===== src/rtl/if_prefetch_queue.sv =====
// if_prefetch_queue: fetches sequential instruction words ahead of IF into a small FIFO.
// Define PFQ_BYPASS_EN to let a response reach IF in the same cycle when the queue is empty.
module if_prefetch_queue #(
    parameter int unsigned DEPTH    = 4,
    parameter logic [31:0] RESET_PC = 32'h0000_0000
) (
    input  logic        clock,
    input  logic        reset,
    output logic        mem_req,
    output logic [31:0] mem_addr,
    input  logic        mem_valid,
    input  logic [31:0] mem_rdata,
    input  logic        cpu_ready,
    input  logic        flush,
    input  logic [31:0] redirect_pc,
    output logic        inst_valid,
    output logic [31:0] inst,
    output logic [31:0] inst_pc,
    output logic [31:0] inst_pc_plus_4
);
    localparam int unsigned   PW       = $clog2(DEPTH);
    localparam logic [PW:0]   CNT_FULL = (PW+1)'(DEPTH);
    localparam logic [PW:0]   CNT_ONE  = (PW+1)'(1);
    localparam logic [PW-1:0] PTR_ONE  = PW'(1);

    typedef enum logic [1:0] {
        S_IDLE = 2'd0,
        S_WAIT = 2'd1,
        S_DROP = 2'd2
    } state_t;

    state_t        r_state;
    state_t        w_state_nxt;
    logic [PW:0]   r_count;
    logic [PW-1:0] r_rd_ptr;
    logic [PW-1:0] r_wr_ptr;
    logic [31:0]   r_fetch_pc;
    logic [31:0]   r_inst_q [DEPTH];
    logic [31:0]   r_pc_q   [DEPTH];

    logic        w_empty;
    logic        w_resp_keep;
    logic        w_bypass;
    logic        w_push;
    logic        w_pop;
    logic [31:0] w_req_pc;
    logic [31:0] w_redirect_aligned;

    assign w_empty            = (r_count == '0);
    // fetch_pc advanced at issue and cannot move while a kept request is outstanding.
    assign w_req_pc           = r_fetch_pc - 32'd4;
    assign w_redirect_aligned = redirect_pc & ~32'd3;
    assign w_resp_keep        = (r_state == S_WAIT) & mem_valid & ~flush & ~reset;
    assign w_pop              = ~w_empty & cpu_ready;

`ifdef PFQ_BYPASS_EN
    assign w_bypass = w_resp_keep & w_empty;
    assign w_push   = w_resp_keep & ~(w_bypass & cpu_ready);
`else
    assign w_bypass = 1'b0;
    assign w_push   = w_resp_keep;
`endif

    assign mem_req        = (r_state == S_IDLE) & (r_count < CNT_FULL) & ~flush & ~reset;
    assign mem_addr       = r_fetch_pc;
    assign inst_valid     = ~w_empty | w_bypass;
    assign inst           = w_bypass ? mem_rdata : r_inst_q[r_rd_ptr];
    assign inst_pc        = w_bypass ? w_req_pc  : r_pc_q[r_rd_ptr];
    assign inst_pc_plus_4 = inst_pc + 32'd4;

    // NOTE: every variable written here gets a default first, so no latch is inferred.
    always_comb begin
        w_state_nxt = r_state;
        case (r_state)
            S_IDLE:  if (mem_req) w_state_nxt = S_WAIT;
            S_WAIT: begin
                if (mem_valid)  w_state_nxt = S_IDLE;
                else if (flush) w_state_nxt = S_DROP;
            end
            // The discarded response always retires the request, even under a new flush.
            S_DROP:  if (mem_valid) w_state_nxt = S_IDLE;
            default: w_state_nxt = S_IDLE;
        endcase
    end

    // NOTE: state registers use non-blocking assignments so every flop samples pre-edge values.
    always_ff @(posedge clock) begin
        if (reset) begin
            r_state    <= S_IDLE;
            r_count    <= '0;
            r_rd_ptr   <= '0;
            r_wr_ptr   <= '0;
            r_fetch_pc <= RESET_PC;
            // NOTE: storage is cleared so the empty-queue head reads inst=0, pc=0 after reset.
            for (int i = 0; i < int'(DEPTH); i++) begin
                r_inst_q[i] <= '0;
                r_pc_q[i]   <= '0;
            end
        end else begin
            r_state <= w_state_nxt;
            if (flush) begin
                r_count    <= '0;
                r_rd_ptr   <= '0;
                r_wr_ptr   <= '0;
                r_fetch_pc <= w_redirect_aligned;
            end else begin
                if (mem_req) r_fetch_pc <= r_fetch_pc + 32'd4;
                if (w_push) begin
                    r_inst_q[r_wr_ptr] <= mem_rdata;
                    r_pc_q[r_wr_ptr]   <= w_req_pc;
                    r_wr_ptr           <= r_wr_ptr + PTR_ONE;
                end
                if (w_pop) r_rd_ptr <= r_rd_ptr + PTR_ONE;
                case ({w_push, w_pop})
                    2'b10:   r_count <= r_count + CNT_ONE;
                    2'b01:   r_count <= r_count - CNT_ONE;
                    default: r_count <= r_count;
                endcase
            end
        end
    end

    // A response with nothing outstanding is a memory protocol error.
    a_no_stray_resp: assert property (@(posedge clock) disable iff (reset)
        !(mem_valid && (r_state == S_IDLE)));

endmodule


===== config.mk =====
export PLATFORM = sky130hd
export DESIGN_NAME = if_prefetch_queue
export DESIGN_NICKNAME = d
export VERILOG_FILES = /design/src/rtl/if_prefetch_queue.sv
export SDC_FILE = /design/constraint.sdc
export NUM_CORES = 1
export LEC_CHECK = 0
export CAP_MARGIN = 20
export CELL_PAD_IN_SITES_DETAIL_PLACEMENT = 1
export CELL_PAD_IN_SITES_GLOBAL_PLACEMENT = 1
export CORE_MARGIN = 5
export CORE_UTILIZATION = 44
export CTS_BUF_LIST = sky130_fd_sc_hd__clkbuf_16
export CTS_CLUSTER_DIAMETER = 100
export DETAILED_ROUTE_END_ITERATION = 6
export PLACE_DENSITY_LB_ADDON = 0.08
export SLEW_MARGIN = 0
export SYNTH_ARGS = -nofsm -noshare
export SYNTH_HDL_FRONTEND = slang
export SYNTH_SLANG_ARGS = --single-unit

===== constraint.sdc =====
create_clock -name clock -period 6.3 [get_ports clock]
set_clock_uncertainty 0.1 [all_clocks]
set_input_delay 0.945 -clock clock [delete_from_list [all_inputs] [get_ports clock]]
set_output_delay 0.945 -clock clock [all_outputs]
set_load 0.01 [all_outputs]

==> out/metrics.cfg, run 1 <==
[run_status]
status = finished, final reports clean

[cts]
cts_tree = done
ctsLongestPathBuffers = 3
htreeDepth = 1
clkSlewWorstSetupHoldPaths_ns = 0.06
cts_resized = 0
cts-root-buf = clkbuf_16
cts_buffers = 31
clk_latency_ns = 0.56
post_cts.repair.setup_buffers = 0
holdBufCountCts = 0
numClockSinks = 289

[detailed_routing]
viasPerCell = 5.644
first_pass_iters = 5
wl_per_cell_um = 22.04
first_iter_violations = 539
drc = 0
num_vias = 9515
drt-total-wl_um = 37160
ant_nets = 0

[pwr]
p_total_mw = 4.251
seqPwrFrac = 0.516
pwr-share-comb = 0.089
p_int_mw = 3.250
max-vdd-ir-drop_mv = 0.2109
clkPwrFrac = 0.394
switching_share = 0.2353
power.leakage_nw = 5.939
power_density_nw_per_um2 = 249.1
p_sw_mw = 1.000

[synth]
yosys.area.top_type = edfxtp_1
synth_edf_count = 248
synth_top_area_frac = 0.5375
yosys.area_share.xor_xnor = 0.03287
ys_seq_elements = 289
synth_compound_area_frac = 0.05445
ys_types = 56
synthAdderAreaFrac = 0.005057
yosysWarnings = 0
synth_top_family_by_area = simple AND/OR/NAND/NOR gates
synthesis.area_sq_um = 13860
yosys.area_share.simple = 0.1709
ys_seq_area_frac = 0.5967
syn_area_per_cell_sq_um = 12.64
ys.flop_type = edfxtp_1
synth.area.mux_share = 0.1053
async_flop_share = 0
ys_top_cells_by_area = edfxtp_1 (54%), mux4_2 (10%), and2_1 (6.0%)
synthCells = 1096

[timing]
finalSetupViolations = 0
tightest_slew_ns = 1.058
maxSlewViolCount = 0
min_period_ns = 5.047
maxSlewHeadroom = 0.2944
period_share = 0.8010
rsz0062_at_grt = no
setup_tns_ns = 0
fmax_mhz = 198.2
hold_violations = 0

[worst_setup_path]
required_ns = 5.25
rr_worst_depth = 3
arrival_ns = 4.00
cp-start-kind = flop
end_kind = output pin
r2r-end = r_pc_q[1][5]$_SDFFCE_PN0P_
crit_fanout = 23
critPathKind = reg -> out
rrSetupSlack_ns = 3.17
r2r-start = r_wr_ptr[0]$_SDFFE_PP0P_

[placement]
port-buffer-count = 190
placed_cell_area_sq_um = 16110
dp_hpwl_um = 23970
place_congestion = 0.7769

[floorplanning]
fp.coreArea_sq_um = 31310
start_util = 0.4425
io_pins = 199
fp.dieW_um = 187.5
die_h_um = 187.5
die_area_sq_um = 35140
fp-row-count = 65

[global_route]
grt_pass1_vias = 10080
antenna_found_initial = 0
grt_pass1_wl_um = 57990
grt_max_degree = 63
grt_usage = 0.2066
grt-ovfl-total = 0

[min_path]
holdPathStages = 2
worstHoldStart = r_count[1]$_SDFFE_PP0P_
min_to = r_count[1]$_SDFFE_PP0P_
hold_path.class = reg -> reg

[flow_run]
cap_violations = 0

[final_layout]
seqCellArea_sq_um = 8273
fillers = 3169
final_nets = 1333
n_antenna_cell = 0
multi_input_area_sq_um = 5187
design_area_sq_um = 17060
drive_above_1_share = 0.1215
syn_to_final_growth_pct = 23.14

power groups by stage:
stage | registers [mW] | clock network [mW] | logic [mW]
after floorplan | 2.22 | 0 | 0.193
after global placement | 2.23 | 0 | 0.376
after detailed placement | 2.24 | 0 | 0.381
after CTS | 2.20 | 1.71 | 0.383
after global routing | 2.20 | 1.80 | 0.410
final | 2.20 | 1.68 | 0.380
worst max-delay path by stage:
| stage | start | endpoint | slack (ns) | cells past startpoint |
|---|---|---|---|---|
| after detailed placement | flop | inst_pc_plus_4[25] | 1.76 | 7 |
| after global routing | flop | inst_pc_plus_4[28] | 0.92 | 7 |
| after global placement | flop | inst_pc_plus_4[31] | 1.76 | 7 |
| after CTS | flop | inst_pc_plus_4[25] | 1.14 | 7 |
| after floorplan | flush | r_inst_q[3][0]$_DFFE_PP_ | 1.19 | 5 |
| final | flop | inst_pc_plus_4[30] | 1.25 | 7 |
cells by family (layout without fill, tap and decap cells):
group / count (synthesis) / after routing
XOR/XNOR: 52 / 52
other: 1 / 6
AO/OA/AOI/OAI: 129 / 129
buffers and inverters: 112 / 295
adder cells (fa/ha/maj): 5 / 5
multiplexers: 68 / 68
flip-flops: 289 / 289
AND/OR/NAND/NOR: 440 / 440
metrics by stage:
stage / util / instances / hold WS [ns] / setup WS, ns
6_report: 0.5449 / 1686 / 0.4205 / 1.253
5_1_grt: 0.5449 / 1686 / 0.4673 / 0.9181
2_1_floorplan: - / 1101 / 0.3699 / 1.189
3_3_place_gp: 0.5145 / 1627 / 0.4079 / 1.758
3_5_place_dp: 0.5145 / 1627 / 0.4123 / 1.756
4_1_cts: 0.5441 / 1685 / 0.4257 / 1.139
per-layer routing:
metal  part of all wire  vias to the layer above  global-route usage  routed length [um]
met2               0.48                      235              0.3513               17930
met1               0.45                     4869              0.2851               16810
met4              0.013                        0             0.03444                 493
met3              0.052                       39             0.03695                1921
li1                   -                     4372                   -                   -
met5                  0                        -                   0                   0
cells in the mapped netlist, types with 12 or more instances:
| library cell | number |
|---|---|
| nand2_1 | 48 |
| a21oi_1 | 56 |
| or3_1 | 19 |
| nand4_1 | 14 |
| nand3_1 | 17 |
| clkbuf_1 | 60 |
| and2_1 | 132 |
| xor2_1 | 34 |
| nor4_1 | 14 |
| edfxtp_1 | 248 |
| a31oi_1 | 18 |
| xnor2_1 | 18 |
| inv_1 | 25 |
| nor2_1 | 120 |
| dfxtp_1 | 41 |
| or4_1 | 12 |
| o21ai_0 | 26 |
| mux4_2 | 62 |
| nor3_1 | 21 |
final cells by class:
| cell class | count | area share |
|---|---|---|
| Sequential cell | 289 | 0.4849 |
| Multi-Input combinational cell | 700 | 0.3040 |
| Timing Repair Buffer | 210 | 0.1214 |
| Clock buffer | 31 | 0.04546 |
| Tap cell | 402 | 0.02948 |
| Clock inverter | 27 | 0.008800 |
| Inverter | 27 | 0.005940 |
state kept, by name (all words and copies together), names as in the netlist, named ones only:
signal    count
r_rd_ptr      2
r_wr_ptr      2
r_inst_q    128
r_count       3
mem_addr     30
r_state       2
r_pc_q      120
cells in the final DEF, fill, tap and decap left out, drive strengths merged, types with 21 or more instances in the layout:
master         instances
xor2                  34
clkbuf                31
and2                 133
nor3                  21
edfxtp               248
dfxtp                 41
mux4                  62
inv                   33
nor2                 120
o21ai                 26
a21oi                 56
nand2                 48
clkdlybuf4s50        190
or3                   24
worst max-delay path: stages, from the launching register on:
cell and delay (ns):
dfxtp_4 0.64, buf_4 0.40, mux4_2 0.38, and4_1 0.27
nand3_1 0.47, nor4_1 0.51, xor2_1 0.18, clkdlybuf4s50_1 0.55
Note: power is estimated with default switching activity, not from simulation.
==> inputs of run 2 (changes only) <==
CORE_UTILIZATION = 40   (was 44)
clock period = 4.6 ns   (was 6.3 ns; I/O delays follow)
==> run 2 against run 1 <==
Against the previous run:
- core utilization is 3.9 points lower
- cell area is 1.9% higher
- critical path depth is 1 higher
- combinational power is 39% higher
- non-clock buffer count is 14 higher
- clock power is 51% higher
- register-to-register slack worse by 1.7 ns
- largest cell class unchanged
==> out/metrics.cfg, run 2 (synthesis results as in run 1) <==
[run_status]
status = finished, final reports clean

[timing]
maxSlewViolCount = 0  ; unchanged
min_period_ns = 4.392
tightest_slew_ns = 0.9633  ; -0.09510 ns
finalSetupViolations = 0  ; unchanged
period_share = 0.9547
setup_tns_ns = 0  ; unchanged
rsz0062_at_grt = yes
maxSlewHeadroom = 0.3555  ; +0.06103
hold_violations = 0  ; unchanged
fmax_mhz = 227.7

[cts]
numClockSinks = 289  ; unchanged
clkSlewWorstSetupHoldPaths_ns = 0.06  ; about the same
cts-root-buf = clkbuf_16
ctsLongestPathBuffers = 3  ; unchanged
cts_tree = done
clk_latency_ns = 0.58  ; +0.02 ns
htreeDepth = 1  ; unchanged
cts_buffers = 31  ; unchanged

[flow_run]
cap_violations = 0  ; unchanged

[final_layout]
drive_above_1_share = 0.1344  ; +0.01287
final_common_cell = edfxtp_1
multi_input_area_sq_um = 5202  ; +0.29%
syn_to_final_growth_pct = 25.50
final_cell_mix = edfxtp_1 (248), clkdlybuf4s50_1 (190), and2_1 (132), nor2_1 (119), mux4_2 (62)
largest_reg_flops = 128  ; unchanged
final_nets = 1347  ; +1.1%
n_antenna_cell = 0  ; unchanged
top_register = r_inst_q
fillers = 3539  ; +12%
seqCellArea_sq_um = 8275  ; about the same
fin_cells = 1750  ; +3.8%

[floorplanning]
die_h_um = 196.1  ; +4.6%
fp.coreArea_sq_um = 34370  ; +9.8%
fp-row-count = 68  ; +4.6%
die_area_sq_um = 38460  ; +9.5%
start_util = 0.4031  ; -0.03942
io_pins = 199  ; unchanged
fp.dieW_um = 196.1  ; +4.6%

[worst_setup_path]
critPathKind = reg -> out
crit_family = buffers and inverters
crit_fanout = 11  ; -52%
critPathMostFrequentCell = buf_4
end_kind = output pin
required_ns = 3.81  ; -1.44 ns
worstPathCellList = buf_4, mux4_2, and4_1, nand3_2, buf_4, nor3_1, xnor2_1, clkdlybuf4s50_1
crit_buf_inv = 3  ; +1
slowest_delay_ns = 0.61  ; -0.03 ns
arrival_ns = 3.60  ; -0.40 ns
critPathSlowestCell = clkdlybuf4s50_1
cp-start-kind = flop

[detailed_routing]
ant_nets = 0  ; unchanged
drt-total-wl_um = 38640  ; +4.0%
wl_per_cell_um = 22.08  ; +0.19%
num_vias = 9495  ; -0.21%
first_pass_iters = 5  ; unchanged
drc = 0  ; unchanged
first_iter_violations = 553  ; +2.6%
viasPerCell = 5.426  ; -3.9%

[global_route]
met1_usage = 0.2804  ; -0.004642
grt_pass1_wl_um = 59570  ; +2.7%
antenna_found_initial = 0  ; unchanged
grt_pass1_vias = 10181  ; +1.0%
grtUsageMet2 = 0.3233  ; -0.02795
grt_usage = 0.1958  ; -0.01083
grt_max_degree = 61  ; -3.2%
grt_use_met3 = 0.02971  ; -0.007244
grt-ovfl-total = 0  ; unchanged
top_usage_layer = met2

[min_path]
hold_path.class = reg -> reg

[pwr]
max-vdd-ir-drop_mv = 0.3053  ; +45%
power_density_nw_per_um2 = 349.0  ; +40%
power.leakage_nw = 6.057  ; +2.0%

[placement]
port-buffer-count = 190  ; unchanged
place_congestion = 0.7882  ; +1.5%
dp_cells = 1689  ; +3.8%
dp_hpwl_um = 24840  ; +3.6%

[run 2: stage by stage]
step | instance area [sq um] | utilization | hold slack (ns) | setup WS (ns) | power [mW]
6_report | 17390 | 0.5059 | 0.4145 | 0.2082 | 6.068
5_1_grt | 17390 | 0.5059 | 0.4831 | -0.01937 | 6.292
4_1_cts | 17370 | 0.5055 | 0.4248 | 0.08363 | 6.143
3_5_place_dp | 16300 | 0.4742 | 0.4100 | 0.3929 | 3.592
3_3_place_gp | 16300 | 0.4742 | 0.3953 | 0.4151 | 3.583
2_1_floorplan | 13880 | - | 0.3699 | 0.8197 | 3.301
[run 2: worst register-to-register path: stages (launching register included)]
cell and delay, ns:
dfxtp_1 0.47, inv_1 0.12, ha_1 0.18, or3b_2 0.53, nor2_1 0.25, nand4b_1 0.42
o21ai_0 0.60, a21oi_1 0.15
[run 2: metal layers]
metal	up-vias	wire [um]
met2	234	18450
met5	-	0
met4	0	583
met3	34	1959
met1	4837	17650
li1	4390	-
[run 2: what timing repair did]
| action | in CTS | in global routing |
|---|---|---|
| resized for setup | 2 | 0 |
| buffers inserted | 5 | 1 |
| endpoints found under the setup margin | 12 | 2 |
| hold buffers | 0 | 0 |
| pin swaps | 1 | 0 |
[run 2: where the power goes]
part           leakage, nW  internal [mW]  switching (mW)
clock network        0.517           1.50            1.04
registers             2.90           2.94          0.0672
logic                 2.64          0.243           0.285
[run 2: final timing paths]
kind              depth (start not counted)                      from  slack (ns)                     endpoint
setup reg to reg                          7  mem_addr[2]$_SDFFE_PP0P_        1.51  r_pc_q[0][30]$_SDFFCE_PN0P_
hold reg to reg                           2   r_count[1]$_SDFFE_PP0P_        0.41      r_count[1]$_SDFFE_PP0P_
setup / recovery                          8                      flop        0.21           inst_pc_plus_4[24]
hold / removal                            2   r_count[1]$_SDFFE_PP0P_        0.41      r_count[1]$_SDFFE_PP0P_
[run 2: area by class of cell]
cell class                      count  share of cell area
Clock buffer                       31             0.04461
Sequential cell                   289              0.4759
Clock inverter                     24             0.01439
Timing Repair Buffer              224              0.1274
Inverter                           27            0.005828
Tap cell                          455             0.03274
Multi-Input combinational cell    700              0.2992
